### src/rtl/out_arb_pkg.sv
// Shared types and helpers for the round-robin host-channel arbiter.
// Header framing is enabled by defining OUT_ARB_HDR_EN.
package out_arb_pkg;

    typedef enum logic [1:0] {
        IDLE,
        HDR,
        LOAD,
        SEND
    } arb_state_e;

    localparam int unsigned MAX_W = 64;
    localparam logic HDR_FLAG = 1'b1;

    // MSB marker plus the source index in the low bits.
    function automatic logic [MAX_W-1:0] hdr_word(
        input int unsigned idx,
        input int unsigned data_w
    );
        logic [MAX_W-1:0] w;
        w = MAX_W'(idx);
        w[data_w-1] = HDR_FLAG;
        return w;
    endfunction

endpackage

### src/rtl/out_arbiter_rr_pick.sv
// Rotating-priority encoder: first requester strictly after last_idx.
// Pure combinational helper for out_arbiter.
module rr_pick #(
    parameter int N_SRCS = 2,
    parameter int IDX_W  = 1
) (
    input  logic [N_SRCS-1:0] req,
    input  logic [IDX_W-1:0]  last_idx,
    output logic [IDX_W-1:0]  winner_idx,
    output logic              valid
);

    logic [IDX_W:0] pos;

    // Walk from furthest to nearest so the nearest requester wins.
    always_comb begin
        valid      = 1'b0;
        winner_idx = '0;
        pos        = '0;
        for (int i = N_SRCS; i >= 1; i--) begin
            pos = {1'b0, last_idx} + (IDX_W+1)'(i);
            if (pos >= (IDX_W+1)'(N_SRCS)) begin
                pos = pos - (IDX_W+1)'(N_SRCS);
            end
            if (req[pos[IDX_W-1:0]]) begin
                valid      = 1'b1;
                winner_idx = pos[IDX_W-1:0];
            end
        end
    end

endmodule

### src/rtl/out_arbiter.sv
// Round-robin merge of N_SRCS word streams onto the host out channel.
// Define OUT_ARB_HDR_EN to prefix every grant with a header word.
module out_arbiter
    import out_arb_pkg::*;
#(
    parameter int N_SRCS    = 2,
    parameter int DATA_W    = 8,
    parameter int MAX_BURST = 16
) (
    input  logic                     clk_i,
    input  logic                     nreset_i,
    input  logic [N_SRCS*DATA_W-1:0] src_data_i,
    input  logic [N_SRCS-1:0]        src_req_i,
    output logic [N_SRCS-1:0]        src_ack_o,
    output logic [N_SRCS-1:0]        grant_o,
    output logic [DATA_W-1:0]        out_data_o,
    output logic                     out_req_o,
    input  logic                     out_ack_i
);

    localparam int IDX_W = (N_SRCS > 1) ? $clog2(N_SRCS) : 1;
    localparam int BW    = $clog2(MAX_BURST + 1);

    generate
        if (N_SRCS < 1 || MAX_BURST < 1) begin : g_bad_size
            $fatal(1, "out_arbiter: N_SRCS and MAX_BURST must be >= 1");
        end
        if (DATA_W <= $clog2(N_SRCS) || DATA_W > int'(MAX_W)) begin : g_bad_w
            $fatal(1, "out_arbiter: DATA_W must exceed clog2(N_SRCS)");
        end
    endgenerate

    arb_state_e        state;
    logic [IDX_W-1:0]  grant_idx;
    logic [IDX_W-1:0]  last_idx;
    logic [IDX_W-1:0]  winner_idx;
    logic              winner_valid;
    logic [BW-1:0]     burst_cnt;
    logic [DATA_W-1:0] out_data_q;
    logic [DATA_W-1:0] slice;
    logic [N_SRCS-1:0] grant_oh;

    rr_pick #(
        .N_SRCS (N_SRCS),
        .IDX_W  (IDX_W)
    ) u_pick (
        .req        (src_req_i),
        .last_idx   (last_idx),
        .winner_idx (winner_idx),
        .valid      (winner_valid)
    );

    assign slice    = src_data_i[32'(grant_idx) * DATA_W +: DATA_W];
    assign grant_oh = N_SRCS'(1) << grant_idx;

    always_ff @(posedge clk_i or negedge nreset_i) begin
        if (!nreset_i) begin
            state      <= IDLE;
            grant_idx  <= '0;
            last_idx   <= IDX_W'(N_SRCS - 1);
            burst_cnt  <= '0;
            out_data_q <= '0;
        end else begin
            unique case (state)
                IDLE: begin
                    if (winner_valid) begin
                        grant_idx <= winner_idx;
                        burst_cnt <= '0;
`ifdef OUT_ARB_HDR_EN
                        state     <= HDR;
`else
                        state     <= LOAD;
`endif
                    end
                end
`ifdef OUT_ARB_HDR_EN
                HDR: begin
                    out_data_q <= DATA_W'(hdr_word(32'(grant_idx), DATA_W));
                    state      <= SEND;
                end
`endif
                LOAD: begin
                    if (src_req_i[grant_idx]) begin
                        out_data_q <= slice;
                        burst_cnt  <= burst_cnt + 1'b1;
                        state      <= SEND;
                    end else begin
                        last_idx <= grant_idx;
                        state    <= IDLE;
                    end
                end
                SEND: begin
                    // A header leaves burst_cnt untouched, so it always reloads.
                    if (out_ack_i) begin
                        if (burst_cnt == BW'(MAX_BURST)) begin
                            last_idx <= grant_idx;
                            state    <= IDLE;
                        end else begin
                            state <= LOAD;
                        end
                    end
                end
                default: state <= IDLE;
            endcase
        end
    end

    assign out_req_o  = (state == SEND);
    assign out_data_o = out_data_q;
    assign grant_o    = (state != IDLE) ? grant_oh : '0;
    assign src_ack_o  = (state == LOAD && src_req_i[grant_idx]) ? grant_oh : '0;

endmodule
### config.mk
export PLATFORM = sky130hd
export DESIGN_NAME = out_arbiter
export DESIGN_NICKNAME = d
export VERILOG_FILES = /design/src/rtl/out_arb_pkg.sv /design/src/rtl/out_arbiter_rr_pick.sv /design/src/rtl/out_arbiter.sv
export SDC_FILE = /design/constraint.sdc
export NUM_CORES = 1
export LEC_CHECK = 0
export ABC_CLOCK_PERIOD_IN_PS = 1500
export BUFFER_PORTS_ARGS = -buffer_cell sky130_fd_sc_hd__buf_2
export CAP_MARGIN = 10
export CELL_PAD_IN_SITES_DETAIL_PLACEMENT = 0
export CELL_PAD_IN_SITES_GLOBAL_PLACEMENT = 1
export CORE_MARGIN = 5
export CORE_UTILIZATION = 32
export DETAILED_ROUTE_END_ITERATION = 8
export GPL_ROUTABILITY_DRIVEN = 0
export PLACE_DENSITY = 0.74
export SLEW_MARGIN = 30
export SYNTH_ARGS = -nofsm -noshare
export SYNTH_HDL_FRONTEND = slang
export SYNTH_SLANG_ARGS = --single-unit
### constraint.sdc
create_clock -name clk_i -period 1.5 [get_ports clk_i]
set_clock_uncertainty 0.1 [all_clocks]
set_input_delay 0.3 -clock clk_i [delete_from_list [all_inputs] [get_ports clk_i]]
set_output_delay 0.3 -clock clk_i [all_outputs]
set_load 0.01 [all_outputs]
Word-level counts from Yosys, hierarchy flattened

Index checks and enable logic that the tools add are counted.

Bits in registers: 17
Bits of input ports: 21
Output and inout port bits: 13
Word-level logic and storage cells: 61

Add/subtract/negate cells: 5
$lt $le $gt $ge: 5
Equal/unequal tests: 8
Shift operators: 2
Muxes and demuxes: 26
Reduce and logical (&&, ||, !) cells: 10

Operator list:

| kind                | number |
|---|---|
| $shiftx 16x5->8     | 1 |
| $mux 1              | 15 |
| $mux 2              | 6 |
| $mux 5              | 2 |
| $pmux 5 s2          | 1 |
| $lt 1x2->1 const B  | 3 |
| $ne 2x1->1 const B  | 3 |
| $pmux 2 s3          | 1 |
| $reduce_and 2->1    | 3 |
| $reduce_bool 2->1   | 3 |
| $add 5x1->5 const B | 1 |
| $eq 5x5->1 const B  | 1 |
| $eq 2x2->1 const B  | 2 |
| $ge 2x2->1 const B  | 2 |
| $ne 2x2->1 const B  | 2 |
| $reduce_and 4->1    | 1 |
| $reduce_and 3->1    | 1 |
| $add 1x1->2 const B | 1 |
| $add 1x2->2 const B | 1 |
| $logic_not 2->1     | 1 |
| $pmux 1 s2          | 1 |
| $shl 1x1->2 const A | 1 |
| $sub 1x1->1 const B | 2 |
| $logic_and 1x1->1   | 1 |

Depth between registers and ports, before layout

Depth in word-level cells: 9
Gate-level depth with buffers: 5
Mapped depth without buffers: 5

Cells and area by module

From an unflattened synthesis, not the netlist that was laid out.

Cells, all modules: 96
Area total of the unflattened synthesis: 975.9 um^2

By module, submodules not included:

| module      | instances | cells an instance | area each (um^2) | seq. area each (um^2) |
|---|---|---|---|---|
| out_arbiter | 1         | 94                | 962.2            | 426.7 |
| rr_pick     | 1         | 2                 | 13.8             | 0.0 |

Least setup slack after synthesis

OpenSTA, ideal clock, no wires.

Path kind: register to register
Start: register burst_cnt[0]
End: register last_idx
Setup time: 85 ps
Arrival: 1469 ps
Required time: 1315 ps
Slack: -154 ps
Cell stages (with the launch flop): 6
Path buffers: 0
Clock period less this slack: 1654 ps
Cell sequence: dfrtp_1 > inv_1 > ha_1 > or3b_1 > o32ai_2 > mux2_1

Longest elaborated chain between the ends: 3

RTL lines:

| what                              | line              | RTL |
|---|---|---|
| start: declaration                | out_arbiter.sv:38 | `logic [BW-1:0] burst_cnt;` |
| start signal: assignment          | out_arbiter.sv:85 | `burst_cnt <= burst_cnt + 1'b1;` |
| $eq 5x5->1                        | out_arbiter.sv:95 | `if (burst_cnt == BW'(MAX_BURST)) begin` |
| $ne 2x1->1 (no source line)       | --                |  |
| $reduce_and 4->1 (no source line) | --                |  |
| end signal: assignment            | out_arbiter.sv:60 | `last_idx <= IDX_W'(N_SRCS - 1);` |
| end signal: assignment            | out_arbiter.sv:88 | `last_idx <= grant_idx;` |
| end signal: assignment            | out_arbiter.sv:96 | `last_idx <= grant_idx;` |
| end: declaration                  | out_arbiter.sv:35 | `logic [IDX_W-1:0] last_idx;` |

Every way passes these cells.
A chain may end at the register's enable or synchronous reset.

Worst setup path after layout

Start: register grant_idx
End: output src_ack_o[0]

Longest elaborated chain between the ends: 4
Elaborated cells on any way between the ends: 5
Classes of those cells: 1 x shift; 3 x mux; 1 x reduce/logical

RTL lines:

| what                                      | line               | RTL |
|---|---|---|
| start: declaration                        | out_arbiter.sv:34  | `logic [IDX_W-1:0] grant_idx;` |
| start signal: assignment                  | out_arbiter.sv:67  | `grant_idx <= winner_idx;` |
| $mux 1 (not written as such) (2 in a row) | out_arbiter.sv:111 | `assign src_ack_o = (state == LOAD && src_req_i[grant_idx]) ? grant_oh : '0;` |
| $logic_and 1x1->1                         | out_arbiter.sv:111 |  |
| $mux 2 (*)                                | out_arbiter.sv:111 |  |
| end: declaration                          | out_arbiter.sv:14  | `output logic [N_SRCS-1:0] src_ack_o,` |

Every way passes the cells marked *; elsewhere a longest branch is shown, timed or not. The select of a mux whose other input is x is not followed.

==> qor.yml <==
area_delta_synth_final_pct: 56.0
synth_area_leaders: "dfrtp_1 (44%), a221o_1 (8.7%), nor4b_1 (7.6%), mux2i_1 (4.4%), o21ai_0 (3.3%)"
cp_cell_sequence: "mux2_4, nand2_4, nor2_2, buf_2"
path_clk_slew_ns: 0.10
synth_cell_type_count: 29
crit_type: "flip-flop to output pin"
clkLatencyLatePin_ns: 0.29
die_area_um2: 4040
io_buffers: 33
synth_edf_count: 0
grt_max_degree: 18
wl_met3_um: 120
viasPerCell: 5.20
synth.most_common_cell: "dfrtp_1"
drt-met1-wl_um: 971
cts_buffers: 3
cp.required_ns: 1.10
crit_path_max_incr_delay_ns: 0.43
crit_path_top_delay_cell: "dfrtp_1"
slew_headroom_pct: 72.3
p_total_mw: 2.86
grt_overflow: 0
synth-async-reset-ratio_pct: 100
vias: 889
synthTopCellsByCount: "dfrtp_1 (16), a221o_1 (8), nor4b_1 (8)"
max_freq_ghz: 0.589
drv_cap: 0
rows: 19
drtIter0Drc: 17
synthCells: 85
rsz0062_at_grt: "true"
finalWirelength_um: 2500
vdd_drop_max_mv: 1.47
first_pass_iters: 2
wl_per_cell_um: 14.6
power.leakage_nw: 0.696
violations: "negative setup slack"
wl_met2_um: 1380
powerDensity_nw_per_um2: 2000
worstSetupStartpointType: "flip-flop"
worstMarginPinSlew_ns: 0.414
antenna_found_initial: 0
htree_levels: 1
grt_util_all_layers_pct: 12.9
cp_top_family: "flip-flops"
hpwl_um: 1830
cp.arrival_ns: 1.30
final_area_um2: 1430
n_antenna_cell: 0
hold_violations: 0
grt_pass1_wl_um: 4150
initial_core_util_pct: 33.3
clockBufferDepth: 2
die_x_um: 63.6
yosys.area.top_type_share_pct: 43.6
core_area_um2: 2760
status: "finished, violations left"
whs_path_depth: 2
syn_area_per_cell_um2: 10.8
end_kind: "output pin"
final_nets: 164
holdCritPathClass: "input port to flip-flop"
ioPinCount: 34
syn-cell-area_um2: 918
ys_ff_latch: 17
worst_slack_ns: -0.198
seq_area_frac_synth_pct: 46.5
synth_largest_area_cell: "dfrtp_1"
final_min_period_over_clock_period_pct: 113
synth_ff_type: "dfrtp_1"
ant_nets: 0
synth_fp_nets: 108
slew_violations: 0
path_depth: 4
period_needed_ns: 1.70
tritoncts: "built"
reg2reg_depth: 5
cts-root-buf: "clkbuf_4"
die_y_um: 63.6
dpl_cell_area_um2: 1190
post-route-util_pct: 52.0
layout-drive-gt1-share_pct: 55.7
first_global_vias: 907
cp_max_fo: 3
route.detailed.drc: 0
worst-path-buf-inv: 1
routed.top_layer: "met4"
cts.sinks: 17
setup_viol: 9
yosysWarnings: 0
## through the flow
stage	worst slack (ns)	std cells	hold WS [ns]	setup TNS (ns)
final	-0.198	171	0.106	-0.880
after global placement	-0.128	157	0.145	-0.128
after global routing	-0.250	171	0.109	-1.87
after CTS	-0.210	169	0.0993	-1.20
after floorplan	-0.154	85	-0.0956	-0.154
after detailed placement	-0.193	157	0.147	-0.193
## what timing repair did
action,4_1_cts,5_1_grt
pin swaps,5,8
endpoints found under the hold margin,16,0
gates cloned,0,0
hold buffers,1,0
setup buffers,7,2
setup endpoints to repair,10,16
resized for setup,16,13
## flip-flops by register name, indices dropped and copies added, names as in the netlist
signal	count
out_data_o	8
burst_cnt	5
grant_idx	1
state	2
last_idx	1
## path summary, 6_finish.rpt
path	startpoint	end	slack, ns
max reg2reg	burst_cnt[0]	last_idx	-0.19
max in group asynchronous	nreset_i	last_idx	0.65
min	out_ack_i	state[0]	0.11
max	grant_idx	src_ack_o[0]	-0.20
min reg2reg	burst_cnt[4]	burst_cnt[4]	0.41
min in group asynchronous	nreset_i	grant_idx	0.34
## layer usage
layer / up-vias / global-route usage, %
li1: 434 / -
met1: 432 / 15.0
met2: 19 / 23.2
met3: 4 / 3.55
met4: 0 / 3.12
met5: - / 0
## power breakdown
group	internal, mW	switching [mW]
registers	0.653	0.129
clock network	0.0993	0.153
logic	1.03	0.799
## cell type report
type	instances	area [um2]
fill	272	1330
timing repair buffer	58	414
clock inverter	1	5.00
multi-input combinational	58	514
sequential	17	427
inverter	3	11.3
tap	31	38.8
clock buffer	3	22.5
## cells by family (layout without fill, tap and decap cells)
family,Yosys count,in the layout,share of synthesized area (%)
simple gates,30,30,20.2
compound gates,20,20,17.4
flops,17,17,46.5
buf+inv,10,65,5.99
mux,6,6,7.22
fa+ha+maj,2,2,2.72
## cells in the final DEF (no fill, tap or decap), types with 4 or more instances in the layout
master    n
dfrtp_1  16
nand3_1   4
a221o_1   8
nor2_1    4
buf_4    14
o21ai_0   6
nor4b_1   7
buf_2    31
buf_6    11
mux2i_1   4
Note: power is estimated with default switching activity, not from simulation.
